File: src/rtl/hazard_sequencer.sv
// hazard_sequencer: pipeline hazard detection and multi-cycle mul/div sequencing.
// Detects load-use and branch-operand hazards combinationally, stalls the front
// end, and walks a mul/div operation through start, wait and writeback drain.
// Optional build macro HAZARD_STALL_CNT_EN adds a saturating StallCount output.
module hazard_sequencer (
    input  logic       Clk,
    input  logic       Rst,
    input  logic [4:0] Rs_Id,
    input  logic [4:0] Rt_Id,
    input  logic [4:0] Rd_Ex,
    input  logic [4:0] Rd_Mem,
    input  logic       UsesRt_Id,
    input  logic       Branch_Id,
    input  logic       BranchTaken_Id,
    input  logic       MulDiv_Id,
    input  logic       MemRead_Ex,
    input  logic       RegWrite_Ex,
    input  logic       MemRead_Mem,
    input  logic       MulDivDone,
    output logic       PCWrite,
    output logic       IFIDWrite,
    output logic       IDEXBubble,
    output logic       IFIDFlush,
    output logic       MulDivStart,
    output logic       MulDivWrite,
    output logic       MulDivErr
`ifdef HAZARD_STALL_CNT_EN
    ,
    output logic [15:0] StallCount
`endif
);

    localparam logic [1:0] ST_RUN      = 2'd0;
    localparam logic [1:0] ST_MD_START = 2'd1;
    localparam logic [1:0] ST_MD_WAIT  = 2'd2;
    localparam logic [1:0] ST_MD_DRAIN = 2'd3;

    // Wait cycles allowed before the mul/div unit is declared hung.
    localparam logic [5:0] WAIT_LIMIT  = 6'd63;

    logic [1:0] state_q, state_d;
    logic [5:0] wait_cnt_q, wait_cnt_d;
    logic       err_q, err_d;

    logic load_use, br_haz_ex, br_haz_mem, br_haz, hazard;
    logic pc_w, ifid_w, bubble, flush, md_start, md_write;

    // Hazard detection: purely combinational so the stall lands in the same cycle.
    always_comb begin
        load_use   = MemRead_Ex && (Rd_Ex != 5'd0) &&
                     ((Rd_Ex == Rs_Id) || (UsesRt_Id && (Rd_Ex == Rt_Id)));
        // Branches resolve in ID, so any in-flight producer of an operand blocks them;
        // a load stalls twice (EX then MEM), an ALU op only once (EX).
        br_haz_ex  = (RegWrite_Ex || MemRead_Ex) && (Rd_Ex != 5'd0) &&
                     ((Rd_Ex == Rs_Id) || (Rd_Ex == Rt_Id));
        br_haz_mem = MemRead_Mem && (Rd_Mem != 5'd0) &&
                     ((Rd_Mem == Rs_Id) || (Rd_Mem == Rt_Id));
        br_haz     = Branch_Id && (br_haz_ex || br_haz_mem);
        hazard     = load_use || br_haz;
    end

    // Sequencer next-state and raw pipeline controls.
    always_comb begin
        state_d    = state_q;
        wait_cnt_d = wait_cnt_q;
        err_d      = err_q;
        pc_w       = 1'b1;
        ifid_w     = 1'b1;
        bubble     = 1'b0;
        flush      = 1'b0;
        md_start   = 1'b0;
        md_write   = 1'b0;
        case (state_q)
            ST_RUN: begin
                if (hazard) begin
                    pc_w   = 1'b0;
                    ifid_w = 1'b0;
                    bubble = 1'b1;
                end else if (MulDiv_Id) begin
                    pc_w    = 1'b0;
                    ifid_w  = 1'b0;
                    bubble  = 1'b1;
                    state_d = ST_MD_START;
                end else if (BranchTaken_Id) begin
                    flush = 1'b1;
                end
            end
            ST_MD_START: begin
                pc_w       = 1'b0;
                ifid_w     = 1'b0;
                bubble     = 1'b1;
                md_start   = 1'b1;
                wait_cnt_d = 6'd0;
                state_d    = ST_MD_WAIT;
            end
            ST_MD_WAIT: begin
                pc_w       = 1'b0;
                ifid_w     = 1'b0;
                bubble     = 1'b1;
                wait_cnt_d = wait_cnt_q + 6'd1;
                if (MulDivDone) begin
                    state_d = ST_MD_DRAIN;
                end else if (wait_cnt_d == WAIT_LIMIT) begin
                    // Hung unit: give up without writeback and flag it permanently.
                    err_d   = 1'b1;
                    state_d = ST_RUN;
                end
            end
            ST_MD_DRAIN: begin
                // Front end advances, but EX stays bubbled so the mul/div is not reissued.
                bubble   = 1'b1;
                md_write = 1'b1;
                state_d  = ST_RUN;
            end
            default: state_d = ST_RUN;
        endcase
    end

    // Sequencer state, wait counter and sticky error flag.
    always_ff @(posedge Clk or negedge Rst) begin
        if (!Rst) begin
            state_q    <= ST_RUN;
            wait_cnt_q <= 6'd0;
            err_q      <= 1'b0;
        end else begin
            state_q    <= state_d;
            wait_cnt_q <= wait_cnt_d;
            err_q      <= err_d;
        end
    end

    // Outputs are forced to the safe held/bubbled pattern for as long as reset is low.
    assign PCWrite     = Rst & pc_w;
    assign IFIDWrite   = Rst & ifid_w;
    assign IDEXBubble  = ~Rst | bubble;
    assign IFIDFlush   = Rst & flush;
    assign MulDivStart = Rst & md_start;
    assign MulDivWrite = Rst & md_write;
    assign MulDivErr   = err_q;

`ifdef HAZARD_STALL_CNT_EN
    logic [15:0] stall_cnt_q, stall_cnt_d;

    // Next stall count: one per front-end-held cycle, saturating.
    always_comb begin
        stall_cnt_d = stall_cnt_q;
        if (!PCWrite && (stall_cnt_q != 16'hFFFF)) begin
            stall_cnt_d = stall_cnt_q + 16'd1;
        end
    end

    // Stall counter register.
    always_ff @(posedge Clk or negedge Rst) begin
        if (!Rst) begin
            stall_cnt_q <= 16'd0;
        end else begin
            stall_cnt_q <= stall_cnt_d;
        end
    end

    assign StallCount = stall_cnt_q;
`endif

endmodule

File: config.mk
export PLATFORM = sky130hd
export DESIGN_NAME = hazard_sequencer
export DESIGN_NICKNAME = d
export VERILOG_FILES = /design/src/rtl/hazard_sequencer.sv
export SDC_FILE = /design/constraint.sdc
export NUM_CORES = 1
export LEC_CHECK = 0
export ABC_AREA = 0
export BUFFER_PORTS_ARGS = -buffer_cell sky130_fd_sc_hd__buf_2
export CAP_MARGIN = 15
export CORE_UTILIZATION = 30
export DETAILED_ROUTE_END_ITERATION = 16
export MAX_ROUTING_LAYER = met4
export PLACE_DENSITY = 0.67
export RECOVER_POWER = 100
export SLEW_MARGIN = 20
export SYNTH_ARGS = -nofsm -noshare
export SYNTH_HDL_FRONTEND = slang
export SYNTH_SLANG_ARGS = --single-unit
File: constraint.sdc
create_clock -name Clk -period 1.6 [get_ports Clk]
set_input_delay 0.08 -clock Clk [delete_from_list [all_inputs] [get_ports Clk]]
set_output_delay 0.08 -clock Clk [all_outputs]
set_load 0.005 [all_outputs]
Word-level counts from Yosys, hierarchy flattened
Index checks and enable logic that the tools add are counted.
- bits in registers: 9
- bits in latches: 0
- bits in writable memories: 0
- ROM bits: 0
- input port bits: 30
- output and inout port bits: 7
- logic and storage cells: 62
- memories kept: 0
- $add $sub $neg: 1
- $mul: 0
- divide/modulo/power cells: 0
- order comparisons: 0
- equal/unequal tests: 11
- shift-type cells: 0
- multiplexer cells: 18
- bitwise logic cells: 7
- reductions and logical operators: 22
- operator list (cell ; count):
    $eq A5 B5 Y1 ; 4
    $pmux W6 S2 ; 1
    $mux W1 ; 10
    $reduce_bool A5 Y1 ; 2
    $logic_and A1 B1 Y1 ; 8
    $mux W2 ; 4
    $pmux W2 S4 ; 1
    $add A6 B1 Y6 const B ; 1
    $eq A6 B6 Y1 const B ; 1
    $logic_or A1 B1 Y1 ; 6
    $reduce_and A3 Y1 ; 2
    $and A1 B1 Y1 ; 4
    $eq A2 B2 Y1 const B ; 2
    $ne A2 B2 Y1 const B ; 2
    $pmux W1 S2 ; 2
    $ne A3 B3 Y1 const B ; 1
    $reduce_or A3 Y1 ; 1
    $eq A2 B1 Y1 const B ; 1
    $logic_not A2 Y1 ; 1
    $not A1 Y1 ; 2
    $reduce_bool A2 Y1 ; 1
    $reduce_or A2 Y1 ; 1
    $or A1 B1 Y1 ; 1

Logic depth before layout (Yosys ltp)
- depth in word-level cells: 9
- mapped depth: 8
- mapped depth without buffers: 8

Worst setup path after synthesis
OpenSTA, ideal clock, no wires.
- path kind: register to register
- start: reg wait_cnt_q[1]
- end: reg state_q[1]
- setup time: 0.080 ns
- arrival time: 1.585 ns
- required time: 1.520 ns
- setup slack: -0.066 ns
- cell stages (with the launch flop): 7
- buffers on the path: 0
- clock period less this slack: 1.666 ns
- path through: dfrtp_1 > ha_1 > xnor2_1 > o31ai_1 > a21boi_0 > o32ai_2 > nor3_2
- word-level cells in the longest chain between the ends: 4
- RTL lines (item ; line ; source):
    from (decl) ; 42 ; logic [5:0] wait_cnt_q, wait_cnt_d;
    from (signal assigned) ; 127 ; wait_cnt_q <= wait_cnt_d;
    $add A6 B1 Y6 ; 100 ; wait_cnt_d = wait_cnt_q + 6'd1;
    $eq A6 B6 Y1 ; 103 ; end else if (wait_cnt_d == WAIT_LIMIT) begin
    $ne A3 B3 Y1 (no line) ; -- ;
    $reduce_and A3 Y1 (no line) ; -- ;
    to (signal assigned) ; 126 ; state_q <= state_d;
    to (decl) ; 41 ; logic [1:0] state_q, state_d;
No other way between the ends.
A chain may end at the register's enable or synchronous reset.

Final worst setup path
- start: reg wait_cnt_q[0]
- end: reg state_q[1]
Same word-level chain as after synthesis.

==> reports/summary.txt <==
status = complete, but fails checks
failing checks = DRC
RSZ-0062 raised after global routing = yes
Detailed Place HPWL = 1.90 mm
area share of the largest cell type after synthesis = 24.4%
clk buf depth = 2
Hold Crit Depth = 3
most common cell after layout, fill and taps aside = buf_2
syn nets = 149
Top Ports = 37
Reg2Reg Depth = 7
drt wl/cell = 12.9 µm
routability cong. = 0.817
worst r2r dst = state_q[1]
worst slew pin tran = 438 ps
WP data arrival = 1780 ps
pin count of the biggest net entering global routing = 14
clock sinks = 9
Cells after DPL = 187
highest metal used = met4
WL met1 = 1.03 mm
Slew HR = 70.7%
I/O Buffers = 36
vias in the first global route = 960
sequential-to-total area share from yosys stat = 24.4%
WL met2 = 1.36 mm
FP Rows = 19
Post-synth EDFFs = 0
Core Region = 2830 µm²
simple-gate share of the synthesized area = 20.4%
Die Ht = 57.5 µm
Antenna diodes = 0
Top FF cell, synth = dfrtp_1
vias = 1,009
final hold vios = 0
Synth Area per Inst = 8.26 µm²
Cell variety after synth = 31
Die Wd = 57.5 µm
Synth Area in XOR/XNOR = 20.8%
top post-synthesis cells by area = dfrtp_1 (24%), xnor2_1 (21%), ha_1 (9.5%)
cts bufs inserted = 3
H-tree lvl count = 1
Worst VDD drop = 0.000359 V
Hold Slack = 160 ps
first-pass GRT wire length = 4.00 mm
most frequent cells in the layout = buf_2 (32), xnor2_1 (20), buf_4 (14)
Total GRT Usage = 16.0%
compound-cell area share of the yosys netlist = 17.1%
FFs w/ async S/R, synth = 100%
hold path endpoint = state_q[0]
slowest stage delay, CP = 450 ps
Syn. warnings = 0
# DRC = 1
Reg2Reg Setup Slack = 20 ps
Syn-to-layout area delta = 55.9%
Syn Std Cell Area = 925 µm²
worst min path class = in2reg
cell chain of the critical path = inv_2 > ha_4 > nand3_4 > o31ai_4 > a21boi_2 > o32ai_2 > nor3_2
post-synthesis mux area share = 2.17%
clk slew on worst S/H paths = 80 ps
crit share post-route = 98.9%
Leak = 0.620 nW
CTS tree = built
cell taking the most area after synthesis = dfrtp_1
die area = 3310 µm²
Worst path top cell family by delay = compound AO/OA/AOI/OAI gates
synthesized netlist cell count = 112
Skew-Pair Late Insertion Delay = 270 ps
DR pass1 iterations = 14
worst-path fanout max = 3
final non-filler cell total = 198
Hold Startpoint = MulDivDone
CP required = 1790 ps
number of vias per cell = 5.10
synthesized flop and latch total = 9
antenna viol nets, final = 0
PD cells = 1060 nW/µm²
proportion of layout cells with a drive suffix above 1 = 46.7%
violation count after the first detailed-route iteration = 36
crit path kind = reg2reg
grt ovf = 0
CP Launch Type = flop
worst r2r src = wait_cnt_q[0]
Critical path buffers and inverters = 1
main combinational cell family by area after synthesis = XOR/XNOR gates
max-cap check violation count = 0
Fin Setup TNS = 0 ps
Final setup viols = 0
Stages on worst setup path = 7
Fillers = 262
Max Clock Freq = 632 MHz
routed wire length = 2.56 mm
initial core utilization = 32.7%
skew final = 12.5 ps
Final nets = 205
type of destination of the critical path = flop
Met3 Wirelength = 136 µm
Slew Limit Fails = 0
antenna violations before repair = 0
CP max-delay cell = dfrtp_2
Post-Synth Adder-Cell Area = 9.47%
CTS root buf = clkbuf_4
Tmin final = 1580 ps
-- metal layers --
layer  global-route usage (%)  vias up
li1                         -      499
met1                     18.0      467
met2                     27.9       37
met3                     2.95        6
met4                     5.92        0
met5                        -        -
-- sequential cells by signal (all words and copies together) (netlist names) --
name / flops
MulDivErr: 1
state_q: 2
wait_cnt_q: 6
-- timing repair --
item,in CTS,in global routing
hold endpoints to repair,9,0
endpoints found under the setup margin,6,5
pin swaps,7,6
hold buffers,1,0
setup buffers,4,2
gates cloned,0,0
gates resized for setup,14,17
-- worst max path at each step --
stage	slack, ps	start	endpoint
finish	20	wait_cnt_q[0]	state_q[1]
global route	-100	wait_cnt_q[0]	state_q[0]
CTS	-7	wait_cnt_q[1]	state_q[0]
detailed placement	-150	Rd_Mem[1]	IFIDFlush
global placement	-60	Rd_Mem[1]	IFIDFlush
floorplan	20	wait_cnt_q[1]	state_q[1]
-- kinds of logic (layout without fill, tap and decap cells) --
family | Yosys count | after routing
AOI/OAI and AO/OA | 24 | 24
xor gates and xnor gates | 22 | 22
adders and majority gates | 7 | 7
buffers and inverters | 13 | 68
DFF | 9 | 9
muxes | 2 | 2
and+or+nand+nor | 35 | 35
-- per-stage QoR --
stage          setup WS [ps]  area, µm²  power [W]  util, %
2_1_floorplan           23.0        927   0.000825        -
3_3_place_gp           -57.9       1210    0.00107     42.8
3_5_place_dp            -147       1210    0.00111     42.8
4_1_cts                -6.71       1350    0.00143     47.6
5_1_grt                 -104       1440    0.00165     51.0
6_report                17.6       1440    0.00152     51.0
-- report_power, final --
group	internal [W]	switching, W	leakage (nW)
Clock	0.0000965	0.0000939	0.0150
Combinational	0.000522	0.000482	0.488
Sequential	0.000278	0.0000485	0.117
-- synthesized netlist by cell type (2+ instances only) --
library cell	instances
xnor2_1	22
inv_1	10
dfrtp_1	9
nand2_1	8
nand3_1	8
ha_1	7
o22ai_1	6
a21oi_1	5
o21ai_0	5
and2_1	3
nor2_1	3
nor3_1	3
a21o_1	2
mux2i_1	2
nor3_2	2
nor3b_1	2
-- layout make-up --
class | instances | area (µm²) | share of cell area (%)
multi-input combinational | 90 | 778 | 54.0
clock buffer | 4 | 26.3 | 1.82
inverter | 11 | 41.3 | 2.86
sequential | 9 | 229 | 15.9
timing repair buffer | 53 | 328 | 22.7
tap | 31 | 38.8 | 2.69
-- worst reg2reg max path, cell delays in order (launching register included) --
cell	delay, ps
dfrtp_2	450
inv_2	90
ha_4	140
nand3_4	80
o31ai_4	280
a21boi_2	220
o32ai_2	90
nor3_2	160
(Power assumes the default switching activity.)
